File: config.mk
export PLATFORM = sky130hd
export DESIGN_NAME = pu_bias_sched
export DESIGN_NICKNAME = d
export VERILOG_FILES = /design/src/rtl/pu_bias_sched_pkg.sv /design/src/rtl/pu_bias_shadow_buf.sv /design/src/rtl/pu_bias_sched.sv
export SDC_FILE = /design/constraint.sdc
export NUM_CORES = 1
export LEC_CHECK = 0
export CELL_PAD_IN_SITES_DETAIL_PLACEMENT = 0
export CELL_PAD_IN_SITES_GLOBAL_PLACEMENT = 1
export CORE_ASPECT_RATIO = 0.8
export CORE_MARGIN = 10
export CORE_UTILIZATION = 45
export CTS_CLUSTER_DIAMETER = 100
export DETAILED_ROUTE_END_ITERATION = 6
export PLACE_DENSITY = 0.85
export SYNTH_ARGS = -nofsm -noshare
export SYNTH_HDL_FRONTEND = slang
export SYNTH_SLANG_ARGS = --single-unit
File: constraint.sdc
create_clock -name clk -period 9.4 [get_ports clk]
set_input_delay 2.82 -clock clk [delete_from_list [all_inputs] [get_ports clk]]
set_output_delay 2.82 -clock clk [all_outputs]
set_load 0.1 [all_outputs]
File: src/rtl/pu_bias_sched_pkg.sv
`default_nettype none
// ============================================================================
// pu_bias_sched_pkg : shared PU constants and bias-sequencer state encoding
// Rev 1.0
// ============================================================================
package pu_bias_sched_pkg;

  localparam int PU_OC_PER_GRP = 4;
  localparam int PU_BIAS_WD    = 16;
  localparam int PU_STATE_WD   = 2;

  typedef enum logic [PU_STATE_WD-1:0] {
    ST_IDLE = 2'd0,
    ST_LOAD = 2'd1,
    ST_RUN  = 2'd2,
    ST_DONE = 2'd3
  } pu_state_e;

endpackage
`default_nettype wire

File: src/rtl/pu_bias_shadow_buf.sv
`default_nettype none
// ============================================================================
// pu_bias_shadow_buf : current bias register plus one-entry prefetch shadow
// Rev 1.0
// ============================================================================
module pu_bias_shadow_buf
  import pu_bias_sched_pkg::*;
#(
  parameter int DATA_WD = PU_OC_PER_GRP * PU_BIAS_WD
) (
  input  logic               clk,
  input  logic               rstn,
  input  logic               clr_i,
  input  logic               load_cur_i,
  input  logic               load_shd_i,
  input  logic               promote_i,
  input  logic [DATA_WD-1:0] data_i,
  output logic [DATA_WD-1:0] cur_o,
  output logic               shd_vld_o
);

  logic [DATA_WD-1:0] cur_q, cur_d;
  logic [DATA_WD-1:0] shd_q, shd_d;
  logic               shd_vld_q, shd_vld_d;

  always_comb begin
    cur_d     = cur_q;
    shd_d     = shd_q;
    shd_vld_d = shd_vld_q;
    if (promote_i) begin
      cur_d     = shd_q;
      shd_vld_d = 1'b0;
    end else if (load_cur_i) begin
      cur_d = data_i;
    end
    if (load_shd_i) begin
      shd_d     = data_i;
      shd_vld_d = 1'b1;
    end
    if (clr_i) begin
      shd_vld_d = 1'b0;
    end
  end

  always_ff @(posedge clk or negedge rstn) begin
    if (!rstn) begin
      cur_q     <= '0;
      shd_q     <= '0;
      shd_vld_q <= 1'b0;
    end else begin
      cur_q     <= cur_d;
      shd_q     <= shd_d;
      shd_vld_q <= shd_vld_d;
    end
  end

  assign cur_o     = cur_q;
  assign shd_vld_o = shd_vld_q;

endmodule
`default_nettype wire

File: src/rtl/pu_bias_sched.sv
`default_nettype none
// ============================================================================
// pu_bias_sched : walks OC groups of a tile, holds each group's bias stable
// and passes the group's accumulator rows through to the bias-add stage.
// Rev 1.0
// ============================================================================
module pu_bias_sched
  import pu_bias_sched_pkg::*;
#(
  parameter int BIAS_WD = PU_BIAS_WD,
  parameter int ROW_WD  = 8,
  parameter int GRP_WD  = 8
) (
  input  logic                       clk,
  input  logic                       rstn,
  input  logic                       cfg_start_i,
  input  logic [GRP_WD-1:0]          cfg_grp_num_i,
  input  logic [ROW_WD-1:0]          cfg_row_num_i,
  output logic                       busy_o,
  output logic                       done_o,
  input  logic                       bias_vld_i,
  output logic                       bias_rdy_o,
  input  logic [4*BIAS_WD-1:0]       bias_data_i,
  input  logic                       acc_vld_i,
  output logic                       acc_rdy_o,
  output logic                       pipe_vld_o,
  input  logic                       pipe_rdy_i,
  output logic [BIAS_WD-1:0]         bias_oc0_o,
  output logic [BIAS_WD-1:0]         bias_oc1_o,
  output logic [BIAS_WD-1:0]         bias_oc2_o,
  output logic [BIAS_WD-1:0]         bias_oc3_o,
  output logic [ROW_WD-1:0]          row_idx_o,
  output logic [GRP_WD-1:0]          grp_idx_o
);

  localparam int BEAT_WD = PU_OC_PER_GRP * BIAS_WD;

  pu_state_e          state_q, state_d;
  logic [ROW_WD-1:0]  row_q, row_d, row_num_q, row_num_d;
  logic [GRP_WD-1:0]  grp_q, grp_d, grp_num_q, grp_num_d;
  logic               busy_q, busy_d;
  logic [BEAT_WD-1:0] bias_cur;
  logic               shd_vld;
  logic               buf_clr, load_cur, load_shd, promote;
  logic               in_run, fire, bias_hs, last_row, last_grp, pre_ok;

  assign in_run   = (state_q == ST_RUN);
  assign last_row = (row_q == row_num_q - ROW_WD'(1));
  assign last_grp = (grp_q == grp_num_q - GRP_WD'(1));
  // Prefetch only while another group still follows the current one.
  assign pre_ok   = ({1'b0, grp_q} + (GRP_WD+1)'(1)) < {1'b0, grp_num_q};

  assign bias_rdy_o = (state_q == ST_LOAD) | (in_run & ~shd_vld & pre_ok);
  assign pipe_vld_o = in_run & acc_vld_i;
  assign acc_rdy_o  = in_run & pipe_rdy_i;
  assign fire       = in_run & acc_vld_i & pipe_rdy_i;
  assign bias_hs    = bias_vld_i & bias_rdy_o;

  always_comb begin
    state_d   = state_q;
    row_d     = row_q;
    grp_d     = grp_q;
    row_num_d = row_num_q;
    grp_num_d = grp_num_q;
    buf_clr   = 1'b0;
    load_cur  = 1'b0;
    load_shd  = 1'b0;
    promote   = 1'b0;
    case (state_q)
      ST_IDLE: begin
        if (cfg_start_i) begin
          row_num_d = cfg_row_num_i;
          grp_num_d = cfg_grp_num_i;
          row_d     = '0;
          grp_d     = '0;
          buf_clr   = 1'b1;
          state_d   = (cfg_row_num_i == '0 || cfg_grp_num_i == '0) ? ST_DONE : ST_LOAD;
        end
      end
      ST_LOAD: begin
        if (bias_vld_i) begin
          load_cur = 1'b1;
          state_d  = ST_RUN;
        end
      end
      ST_RUN: begin
        if (fire) begin
          if (!last_row) begin
            row_d = row_q + ROW_WD'(1);
          end else begin
            row_d = '0;
            if (last_grp) begin
              state_d = ST_DONE;
            end else begin
              grp_d = grp_q + GRP_WD'(1);
              if (shd_vld)       promote  = 1'b1;
              else if (bias_hs)  load_cur = 1'b1;
              else               state_d  = ST_LOAD;
            end
          end
        end
        // A beat arriving at a group end goes straight to bias_cur instead.
        if (bias_hs && !(fire && last_row)) begin
          load_shd = 1'b1;
        end
      end
      ST_DONE: state_d = ST_IDLE;
      default: state_d = ST_IDLE;
    endcase
    busy_d = (state_d == ST_LOAD) || (state_d == ST_RUN);
  end

  always_ff @(posedge clk or negedge rstn) begin
    if (!rstn) begin
      state_q   <= ST_IDLE;
      row_q     <= '0;
      grp_q     <= '0;
      row_num_q <= '0;
      grp_num_q <= '0;
      busy_q    <= 1'b0;
    end else begin
      state_q   <= state_d;
      row_q     <= row_d;
      grp_q     <= grp_d;
      row_num_q <= row_num_d;
      grp_num_q <= grp_num_d;
      busy_q    <= busy_d;
    end
  end

  pu_bias_shadow_buf #(
    .DATA_WD (BEAT_WD)
  ) u_shadow_buf (
    .clk        (clk),
    .rstn       (rstn),
    .clr_i      (buf_clr),
    .load_cur_i (load_cur),
    .load_shd_i (load_shd),
    .promote_i  (promote),
    .data_i     (bias_data_i),
    .cur_o      (bias_cur),
    .shd_vld_o  (shd_vld)
  );

  assign {bias_oc0_o, bias_oc1_o, bias_oc2_o, bias_oc3_o} = bias_cur;
  assign busy_o    = busy_q;
  assign done_o    = (state_q == ST_DONE);
  assign row_idx_o = row_q;
  assign grp_idx_o = grp_q;

endmodule
`default_nettype wire
### Word level (Yosys, flattened, before mapping)

Cells that the tools add are included.

| storage, ports and cells | value |
|---|---|
| logic and storage cells | 86 |
| register bits after elaboration | 164 |
| output and inout bits | 85 |
| bits of input ports | 86 |

| operators by class | value |
|---|---|
| reductions and logical operators | 14 |
| eq/ne operators | 11 |
| multiplexer cells | 38 |
| $lt $le $gt $ge | 1 |
| $add $sub $neg | 5 |
| bitwise gates (word level) | 8 |

Operators by type and width:

| operator | number |
|---|---|
| two-way mux 64 bit | 2 |
| two-way mux 8 bit | 6 |
| one-hot mux 8 bit (2 select lines) | 2 |
| two-way mux 1 bit | 18 |
| adder 8 x 1 -> 8 bit (second input constant) | 2 |
| equality test 8 bit | 2 |
| logical NOT 8 bit | 2 |
| two-way mux 2 bit | 8 |
| subtractor 8 x 1 -> 8 bit (second input constant) | 2 |
| adder 8 x 1 -> 9 bit (second input constant) | 1 |
| < comparator 9 x 8 -> 1 bit | 1 |
| one-hot mux 2 bit (4 select lines) | 1 |
| bitwise AND 1 bit | 6 |
| equality test 2 bit (second input constant) | 3 |
| AND reduction 5 bit | 1 |
| equality test 2 x 1 -> 1 bit (second input constant) | 2 |
| != test 2 x 1 -> 1 bit (second input constant) | 2 |
| != test 2 bit (second input constant) | 2 |
| nonzero test 2 bit | 2 |
| AND reduction 3 bit | 1 |
| nonzero test 3 bit | 1 |
| logical AND 1 bit | 2 |
| logical NOT 2 bit | 1 |
| logical OR 1 bit | 2 |
| 5 further kinds | 5 |

### Longest topological paths before layout

Gate-level depths: netlist (run 1).

| logic depth | value |
|---|---|
| depth after elaboration | 13 |
| mapped depth | 15 |

### Modules after synthesis

From an unflattened synthesis (run 1), not the netlist that was laid out.

| second synthesis, totals | value |
|---|---|
| cells, all modules | 719 |
| area, all modules | 8236.6 um^2 |

Modules (own cells, without submodules):

| module | instances | area each (um^2) | cells each |
|---|---|---|---|
| pu_bias_shadow_buf | 1 | 5619.1 | 416 |
| pu_bias_sched | 1 | 2617.5 | 303 |

### Worst setup path after synthesis (run 1)

Ideal clock, no wire load.

| timing | value |
|---|---|
| kind | input-to-output |
| from | input port pipe_rdy_i |
| to | output port acc_rdy_o |
| required time | 6.580 ns |
| arrival | 3.572 ns |
| slack | 3.008 ns |
| stages on the path | 1 |
| path through | and2_1 |

| on the way | value |
|---|---|
| longest elaborated chain between the ends | 1 |

RTL lines:

| item | line | text |
|---|---|---|
| from (decl) | pu_bias_sched.sv:27 | `input logic pipe_rdy_i,` |
| bitwise AND 1 bit | pu_bias_sched.sv:55 | `assign acc_rdy_o = in_run & pipe_rdy_i;` |
| to (decl) | pu_bias_sched.sv:25 | `output logic acc_rdy_o,` |

No other way between the ends.

### Final worst setup path (run 1)

Same ends and word-level chain as after synthesis.

==> results of run 1 <==
registers in the layout (all words and copies together) (netlist names):
| name | flops |
|---|---|
| busy_o | 1 |
| u_shadow_buf.shd_vld_o | 1 |
| u_shadow_buf.cur_o | 64 |
| u_shadow_buf.shd_q | 64 |
| row_num_q | 8 |
| grp_idx_o | 8 |
| row_idx_o | 8 |
| state_q | 2 |
| grp_num_q | 8 |
kinds of logic (layout without fill, tap and decap cells):
family | Yosys count | in the layout | synth area share (%)
AOI/OAI and AO/OA | 57 | 57 | 4.32
xor gates and xnor gates | 24 | 24 | 2.57
adders and majority gates | 16 | 16 | 2.44
buffers and inverters | 42 | 220 | 2.84
DFF | 164 | 164 | 50.1
muxes | 209 | 209 | 31.0
and+or+nand+nor | 104 | 104 | 6.68
worst max-delay path, cell delays in order:
cell	delay, ps
clkdlybuf4s50_1	470
and2_1	140
clkdlybuf4s50_1	1140
per-stage QoR:
stage          instance area [um2]  cells  setup WS (ps)  hold slack, ps  util, %
2_1_floorplan                 8190    616           3010             477        -
3_3_place_gp                 10100    993           2000             485     55.9
3_5_place_dp                 10100    993           2000             495     55.9
4_1_cts                      10600   1024           2000             509     59.0
5_1_grt                      10600   1024           1970             515     59.0
6_report                     10600   1024           2000             504     59.0
metal layers:
layer / part of all wire [%] / track usage [%]
met2: 51 / 28.3
met3: 5.6 / 5.02
met4: 0.65 / 3.56
met5: 0 / 0
met1: 43 / 19.6
final cells by class:
cell class	count	area, um2
inverter	15	56.3
clock buffer	18	439
timing repair buffer	174	1730
clock inverter	13	125
tap	230	288
fill	1446	7380
sequential	164	4100
multi-input combinational	410	3870
synthesized netlist by cell type (3+ instances only):
cell type / count / area [um2]
dfrtp_1: 164 / 4100
o211a_1: 3 / 30.0
nand2b_1: 11 / 68.8
nand3_1: 7 / 35.0
o31ai_1: 4 / 30.0
inv_1: 15 / 56.3
a21oi_1: 9 / 45.0
xor2_1: 10 / 87.6
nor2b_1: 4 / 25.0
nor4_1: 5 / 31.3
ha_1: 16 / 200
clkbuf_1: 9 / 33.8
nand2_1: 37 / 139
nor2_1: 15 / 56.3
buf_2: 6 / 30.0
buf_4: 6 / 45.0
and3_1: 3 / 18.8
or3_1: 3 / 18.8
o21ai_0: 27 / 135
mux2_4: 50 / 751
xnor2_1: 14 / 123
buf_6: 6 / 67.6
and2_1: 3 / 18.8
mux2_2: 158 / 1780
path summary, 6_finish.rpt:
path / slack, ps / cells past startpoint / end
worst max-delay path: 2000 / 3 / acc_rdy_o
worst min-delay path: 500 / 1 / u_shadow_buf.cur_o[36]$_DFFE_PN0P_
worst max register to register: 5210 / 10 / u_shadow_buf.cur_o[44]$_DFFE_PN0P_
worst min register to register: 500 / 1 / u_shadow_buf.cur_o[36]$_DFFE_PN0P_
max in group asynchronous: 5490 / 2 / u_shadow_buf.shd_q[28]$_DFFE_PN0P_
min in group asynchronous: 2460 / 1 / row_idx_o[7]$_DFFE_PN0P_
==> results.cfg, run 1 <==
[job]
cap_violations = 0

[global_routing]
grt_max_degree = 91
grt_pass1_vias = 5954
grt_antenna_before_repair = 0
grt_pass1_wl_um = 31700
grt_overflow = 0
track_usage_pct = 16.4

[logic_synthesis]
synth_edf_count = 0
ys.flop_type = dfrtp_1
yosysWarnings = 0
ys_seq_area_share_pct = 50.1
synth_area_um2 = 8190
synthArstFlopShare_pct = 100
ys_ff_latch = 164
syn_avg_cell_area_um2 = 13.3
yosys.cell_types.count = 51
synth_fp_nets = 718
synthCells = 616

[worst_setup_path]
start_kind = input port
crit_path_end_kind = output port
worstPathMaxFanout = 2
worstPathArrival_ps = 4580
crit_type = input port to output port
crit_start = pipe_rdy_i
r2r-start = row_num_q[0]$_DFFE_PN0P_
cp.required_ps = 6580

[route]
viasPerCell = 5.26
vias = 5388
drtPass1Iterations = 4
avgRoutedWirePerCell_um = 19.0
remaining_drc_errors = 0
wirelength_um = 19500
drt_iter0_drc = 270
ant_nets = 0

[cts]
cts_tree = built
cts_sinks = 164
htree_levels = 4
postCtsSetupRepairBufs = 0
clk_latency_ps = 420
cts_buffer_depth = 2
cts_resized = 0
cts_hold_buf = 0
clk_pin_slew_worst_paths_ps = 60
root_buffer = clkbuf_16
cts_buffers = 17

[timing]
worstMarginPinSlew_ps = 1220
fin_crit_ps = 7400
drv_slew = 0
slew_headroom_pct = 18.7
hold_violations = 0
finalCritPeriodShare_pct = 78.7
maxClockFrequency_mhz = 135
setup_viol = 0
tns_ps = 0
finClkSkew_ps = 11.6
rsz0062_at_grt = false

[die]
rows = 44
die_height_um = 141
die_area_um2 = 24000
core_area_um2 = 18000
die_w_um = 171
start_util_pct = 45.5
io_pins = 171

[layout]
areaGrowthSynthToFinish_pct = 29.7
fin_nets = 884
final_common_cell = clkdlybuf4s50_1
diodes = 0
layout-drive-gt1-share_pct = 32.0
final_cell_mix = clkdlybuf4s50_1 (169), dfrtp_1 (164), mux2_2 (158)

[hold_path]
min_from = u_shadow_buf.cur_o[36]$_DFFE_PN0P_
hp-class = flop to flop

[place]
numPortBuffers = 170
dp_hpwl_um = 13900
routabilityCongestion = 0.884

[status]
run_status = finished clean
Power of run 1 is left out: the tool's default activity adds up to more than one toggle a clock period on the data nets, which glitch-free logic cannot reach.
==> run 2, diff against run 1 <==
- CORE_UTILIZATION: 45 -> 42
- PLACE_DENSITY: 0.85 -> 0.8
- clock period: 9.4 -> 7.6 ns (I/O delays scaled with it)
==> results.cfg, run 2 (synthesis results as in run 1) <==
[worst_setup_path]
worstPathMaxFanout = 2
r2r-start = grp_idx_o[2]$_DFFE_PN0P_
cp.required_ps = 5320
crit_chain = clkdlybuf4s50_1 -> and2_1 -> clkdlybuf4s50_1
reg2reg_slack_ps = 3390
worst_r2r_endpoint = u_shadow_buf.shd_q[0]$_DFFE_PN0P_
crit_path_end_kind = output port
crit_start = pipe_rdy_i
cpMaxStageDelayCell = clkdlybuf4s50_1
start_kind = input port
crit_type = input port to output port
crit_top_cell = clkdlybuf4s50_1
reg2regPathDepth = 13
worstPathArrival_ps = 4060
cpPeakStageDelay_ps = 1150

[cts]
cts_tree = built
clk_pin_slew_worst_paths_ps = 60
postCtsSetupRepairBufs = 0
cts_buffers = 17
cts_hold_buf = 0
cts_buffer_depth = 2
root_buffer = clkbuf_16
cts_sinks = 164
clk_latency_ps = 420
htree_levels = 4
cts_resized = 0

[timing]
rsz0062_at_grt = false
maxClockFrequency_mhz = 158
setup_viol = 0
tns_ps = 0
worstMarginPinSlew_ps = 1200
finalCritPeriodShare_pct = 83.5
fin_crit_ps = 6340
drv_slew = 0
slew_headroom_pct = 19.7
hold_violations = 0
finClkSkew_ps = 13.1

[die]
io_pins = 171
rows = 45
die_w_um = 176
die_area_um2 = 25500
core_area_um2 = 19100
start_util_pct = 42.9
die_height_um = 145

[route]
drtPass1Iterations = 5
wirelength_um = 19300
drt_iter0_drc = 331
ant_nets = 0
remaining_drc_errors = 0
avgRoutedWirePerCell_um = 18.3
viasPerCell = 5.12
vias = 5391

[layout]
fin_util_pct = 55.8
final_cell_mix = clkdlybuf4s50_1 (169), dfrtp_1 (164), mux2_2 (158)
layout-drive-gt1-share_pct = 32.1
fillers = 1561
fin_nets = 884
final_common_cell = clkdlybuf4s50_1
areaGrowthSynthToFinish_pct = 30.1
fin_cells = 1053
diodes = 0

[job]
cap_violations = 0

[global_routing]
track_usage_pct = 15.0
grt_pass1_wl_um = 30500
grt_overflow = 0
grt_pass1_vias = 5648
grt_antenna_before_repair = 0
grt_max_degree = 107

[place]
dp_hpwl_um = 13500
dp_cells = 1021
routabilityCongestion = 0.836
numPortBuffers = 170

[hold_path]
hp-class = flop to flop
hold_depth = 1
min_from = u_shadow_buf.cur_o[18]$_DFFE_PN0P_
hold_end = u_shadow_buf.cur_o[18]$_DFFE_PN0P_

[status]
run_status = finished clean
[run 2: changes by cell type in the layout (fill, tap and decap cells not counted)]
cell and change:
inv_6 -1, clkinv_2 +2
[run 2: worst max-delay path: cells and delay by family]
family,cells,cell delay (ps)
AND/OR/NAND/NOR,1,150
buffers and inverters,2,1630
[run 2: layout make-up]
class	count	area [um2]	area share (%)
tap	258	323	3.03
clock buffer	18	439	4.12
timing repair buffer	174	1730	16.3
clock inverter	14	126	1.19
multi-input combinational	410	3870	36.4
sequential	164	4100	38.5
inverter	15	56.3	0.528
[run 2: worst max path at each step]
stage / end / slack, ps / depth (start not counted)
3_5_place_dp: acc_rdy_o / 1260 / 3
4_1_cts: acc_rdy_o / 1260 / 3
2_1_floorplan: bias_rdy_o / 2250 / 10
3_3_place_gp: pipe_vld_o / 1270 / 3
6_report: acc_rdy_o / 1260 / 3
5_1_grt: pipe_vld_o / 1210 / 3
[run 2: routing by layer]
| metal | GRT usage (%) | vias up | routed length, um |
|---|---|---|---|
| met1 | 18.3 | 2724 | 8540 |
| met5 | 0 | - | 0 |
| met4 | 4.01 | 0 | 154 |
| li1 | - | 2531 | - |
| met2 | 25.0 | 125 | 9370 |
| met3 | 4.92 | 11 | 1220 |
[run 2: stage by stage]
stage / hold WS [ps] / instance area (um2) / worst slack [ps]
after global routing: 516 / 10700 / 1210
after CTS: 507 / 10700 / 1260
after floorplan: 477 / 8190 / 2250
after detailed placement: 493 / 10100 / 1260
after global placement: 485 / 10100 / 1270
final: 504 / 10700 / 1260
Power of run 2 is left out for the same reason.
==> RTL change 1 (config.mk and constraints of run 2) <==
Re-encode `pu_state_e` (4 states) as one-hot, 4 bits wide.
--- a/src/rtl/pu_bias_sched_pkg.sv
+++ b/src/rtl/pu_bias_sched_pkg.sv
@@ -11,7 +11,7 @@
 
-  typedef enum logic [PU_STATE_WD-1:0] {
-    ST_IDLE = 2'd0,
-    ST_LOAD = 2'd1,
-    ST_RUN  = 2'd2,
-    ST_DONE = 2'd3
+  typedef enum logic [3:0] {
+    ST_IDLE = 4'b0001,
+    ST_LOAD = 4'b0010,
+    ST_RUN  = 4'b0100,
+    ST_DONE = 4'b1000
   } pu_state_e;
Behaviour: same outputs for any inputs over 4 cycles, from zero or initial values and one cycle with rstn low; so few cycles prove little.
==> RTL change 1 against run 2 <==
Final area fell by 2.8%. Sequential cell count increased by 2. Critical endpoint is now bias_rdy_o. Synthesized area is 2.6% lower. Worst setup slack worse by 230 ps. Global-route usage rose by 2.4 points. Register-to-register slack better by 90 ps. Wire length is 13% higher.
==> RTL change 1: results (changes against run 2) <==
| Metric | Value |
|---|---|
| Hold EP | `u_shadow_buf.shd_q[17]$_DFFE_PN0P_ (was u_shadow_buf.cur_o[18]$_DFFE_PN0P_)` |
| Commonest cells in the synthesized netlist | `dfrtp_1 (165), mux2_2 (70), o21bai_1 (64), o221a_2 (64), nand2_1 (33) (was dfrtp_1 (164), mux2_2 (158), mux2_4 (50))` |
| CTS H-tree lvls | `4 (unchanged)` |
| Sequential area share after synthesis | `0.5209 (was 0.5012)` |
| Post-synthesis xor/xnor area fraction | `0.02964 (was 0.02567)` |
| Grt met2 use | `0.2819 (was 0.2496)` |
| Status | `complete, no violations (unchanged)` |
| Met1 global-route usage | `0.2269 (was 0.1833)` |
| First-pass GRT wire length | `35110 um (was 30520 um)` |
| DP Worst Slack | `1259 ps (was 1263 ps)` |
| Vias in the first global route | `6175 (was 5648)` |
| GR Util met3 | `0.04480 (was 0.04920)` |
| Multiplexer share of the synthesized area | `0.1103 (was 0.3102)` |
| Fin area | `0.01036 mm2 (was 0.01066 mm2)` |
| Metal-1 WL | `9908 um (was 8536 um)` |
| Yosys cell types | `59 (was 51)` |
| Met3 wire length | `1082 um (was 1216 um)` |
| Largest net degree at the start of global routing | `96 (was 107)` |
| Layout net count | `886 (was 884)` |
| R2r worst-path depth | `12 (was 13)` |
| Sw power | `about 2.4 mW` |
| DP Cell Count | `1022 (was 1021)` |
| WL final | `21860 um (was 19280 um)` |
| #MultiIn Comb | `407 (was 410)` |
| Critical path data arrival time | `4290 ps (was 4060 ps)` |
| Nonclk buf count | `177 (was 174)` |
| Sequential cell area share | `0.4012 (was 0.3852)` |
| CP Max Fanout | `7 (was 2)` |
| Post-Syn Nets | `732 (was 718)` |
| RR Endpoint | `u_shadow_buf.shd_q[49]$_DFFE_PN0P_ (was u_shadow_buf.shd_q[0]$_DFFE_PN0P_)` |
| Non-clock buffering overhead | `0.1695 (was 0.1626)` |
| Slew headroom | `0.2608 (was 0.1969)` |
| Synthesized instance count | `634 (was 616)` |
| Met2 routed WL | `10620 um (was 9374 um)` |
| Reg-to-reg startpoint | `grp_idx_o[0]$_DFFE_PN0P_ (was grp_idx_o[2]$_DFFE_PN0P_)` |
| Hold_ws | `509.5 ps (was 504.0 ps)` |
| GP Congestion | `0.8462 (was 0.8356)` |
| Clock Network Area Fraction | `0.05714 (was 0.05308)` |
| DP Area | `0.009766 mm2 (was 0.01009 mm2)` |
| Fraction of area in multi-input gates | `0.3347 (was 0.3636)` |
| Inverters, non-clock | `19 (was 15)` |
| Largest family of logic cells by synthesized area | `compound AO/OA/AOI/OAI gates (was multiplexers)` |
| Adder-Cell Fraction of Synth Area | `0.01882 (was 0.02445)` |
| R2r setup slk | `3480 ps (was 3390 ps)` |
| Top post-synthesis cells by area | `dfrtp_1 (52%), mux2_2 (9.9%), o221a_2 (9.0%) (was dfrtp_1 (50%), mux2_2 (22%), mux2_4 (9.2%))` |
| Layout cells sized above 1 | `0.2322 (was 0.3208)` |
| Vias post-DR | `5910 (was 5391)` |
[RTL change 1: cell count changes after synthesis, sizes merged, moves of 6 or more]
cell,change
o21ai,-11
nor2,-6
mux2i,+7
nor3,+9
buf,+12
o21bai,+64
o221a,+64
mux2,-137
[RTL change 1: how the worst max path moves through the flow]
stage,from,to,cells past startpoint
2_1_floorplan,grp_idx_o[1]$_DFFE_PN0P_,bias_rdy_o,10
3_3_place_gp,pipe_rdy_i,acc_rdy_o,3
3_5_place_dp,acc_vld_i,pipe_vld_o,3
4_1_cts,grp_idx_o[1]$_DFFE_PN0P_,bias_rdy_o,11
5_1_grt,grp_idx_o[0]$_DFFE_PN0P_,bias_rdy_o,11
6_report,grp_idx_o[0]$_DFFE_PN0P_,bias_rdy_o,11
[RTL change 1: worst max-delay path: stages, from the launching register on]
cell	delay, ps
dfrtp_1	460
ha_1	220
nand3_1	130
nor3_1	320
xnor2_1	200
ha_1	290
a21o_1	170
a2111o_1	390
a31oi_1	240
or2b_1	260
nand2_1	60
clkdlybuf4s50_1	1130
==> RTL change 2 (flow settings as in run 2) <==
Without the edit above. `PU_BIAS_WD`: 16 -> 32.
--- a/src/rtl/pu_bias_sched_pkg.sv
+++ b/src/rtl/pu_bias_sched_pkg.sv
@@ -8,3 +8,3 @@
   localparam int PU_OC_PER_GRP = 4;
-  localparam int PU_BIAS_WD    = 16;
+  localparam int PU_BIAS_WD    = 32;
   localparam int PU_STATE_WD   = 2;
Interface: changed (5 resized); port bits go from 171 to 299. The function was not compared with the original's and may differ.
==> RTL change 2 against run 2 <==
Final area grew 72%. Synthesized area up 72%. Worst setup slack lost 310 ps. Count of clock-buffer cells in the layout rose by 30. Final cell count is 62% higher. Sequential share of layout area up 1.3 points. Wire length rose by 78%. Sequential cell count up 128. Clock skew increased by 2.0 ps. Critical path type is now reg2out.
==> RTL change 2: results (changes against run 2) <==
| Metric | Value |
|---|---|
| Clk_lat worst skew | `560 ps (was 420 ps)` |
| Hold_ws | `503.0 ps (was 504.0 ps)` |
| Synth Area in Compound Gates | `0.02898 (was 0.04325)` |
| CP Max Fanout | `7 (was 2)` |
| Hpwl dp | `23830 um (was 13540 um)` |
| DR pass1 iterations | `6 (was 5)` |
| Largest net degree at the start of global routing | `148 (was 107)` |
| Yosys cell types | `53 (was 51)` |
| Worst-Margin Slew | `1091 ps (was 1205 ps)` |
| Top post-synthesis cells by area | `dfrtp_1 (52%), mux2_2 (22%), mux2_4 (13%) (was dfrtp_1 (50%), mux2_2 (22%), mux2_4 (9.2%))` |
| Filler cell count | `2683 (was 1561)` |
| Post-Syn Nets | `1136 (was 718)` |
| DP Worst Slack | `1553 ps (was 1263 ps)` |
| CTS buffer count | `31 (was 17)` |
| Reg-to-reg startpoint | `grp_idx_o[0]$_DFFE_PN0P_ (was grp_idx_o[2]$_DFFE_PN0P_)` |
| Tcrit/Tclk final | `0.8758 (was 0.8346)` |
| Vias post-DR | `8745 (was 5391)` |
| Post-synthesis xor/xnor area fraction | `0.01494 (was 0.02567)` |
| Adder-Cell Fraction of Synth Area | `0.01422 (was 0.02445)` |
| Clock Path Buffers | `3 (was 2)` |
| Vias in the first global route | `9124 (was 5648)` |
| DP Cell Count | `1652 (was 1021)` |
| Mean Syn Cell Area | `14.51 um2 (was 13.29 um2)` |
| Commonest cells in the synthesized netlist | `dfrtp_1 (292), mux2_2 (280), mux2_4 (118) (was dfrtp_1 (164), mux2_2 (158), mux2_4 (50))` |
| R2r setup slk | `3160 ps (was 3390 ps)` |
| Critical path class | `reg2out (was in2out)` |
| Status | `complete, no violations (unchanged)` |
| PortBufs | `298 (was 170)` |
| Multiplexer share of the synthesized area | `0.3530 (was 0.3102)` |
| Worst hold start | `u_shadow_buf.shd_q[116]$_DFFE_PN0P_ (was u_shadow_buf.cur_o[18]$_DFFE_PN0P_)` |
| Hold EP | `u_shadow_buf.shd_q[116]$_DFFE_PN0P_ (was u_shadow_buf.cur_o[18]$_DFFE_PN0P_)` |
| DP Area | `0.01738 mm2 (was 0.01009 mm2)` |
| R2r worst-path depth | `12 (was 13)` |
| First-pass GRT wire length | `54150 um (was 30520 um)` |
| Critical path data arrival time | `4380 ps (was 4060 ps)` |
| Total GRT Usage | `0.1639 (was 0.1498)` |
| Clock skew | `15.08 ps (was 13.06 ps)` |
==> RTL change 2: cell count changes after synthesis, sizes merged, moves of 7 or more <==
cell    change
nand2b      -7
buf        +24
dfrtp     +128
o21ai      -10
mux2      +192
nand2      -13
==> RTL change 2: cell type report <==
class                      count  area, um2  area share
clock inverter                 7      67.56    0.003683
clock buffer                  48      889.6     0.04850
timing repair buffer         308       3095      0.1688
tap                          427      534.3     0.02913
sequential                   292       7307      0.3984
antenna                        1      2.502   0.0001364
inverter                      21      78.83    0.004297
multi-input combinational    604       6367      0.3471
==> RTL change 2: routing by layer <==
layer | vias to the layer above | track usage | part of all wire
li1 | 4065 | - | -
met1 | 4414 | 0.2194 | 0.45
met2 | 222 | 0.2543 | 0.45
met3 | 40 | 0.05453 | 0.075
met4 | 4 | 0.03394 | 0.016
met5 | - | 0 | 0.00079
==> RTL change 2: report_power, final <==
part / internal, mW / total [mW] / switching (mW)
logic: 1.17 / 3.59 / 2.42
clock network: 0.833 / 1.44 / 0.606
registers: 2.02 / 2.33 / 0.313
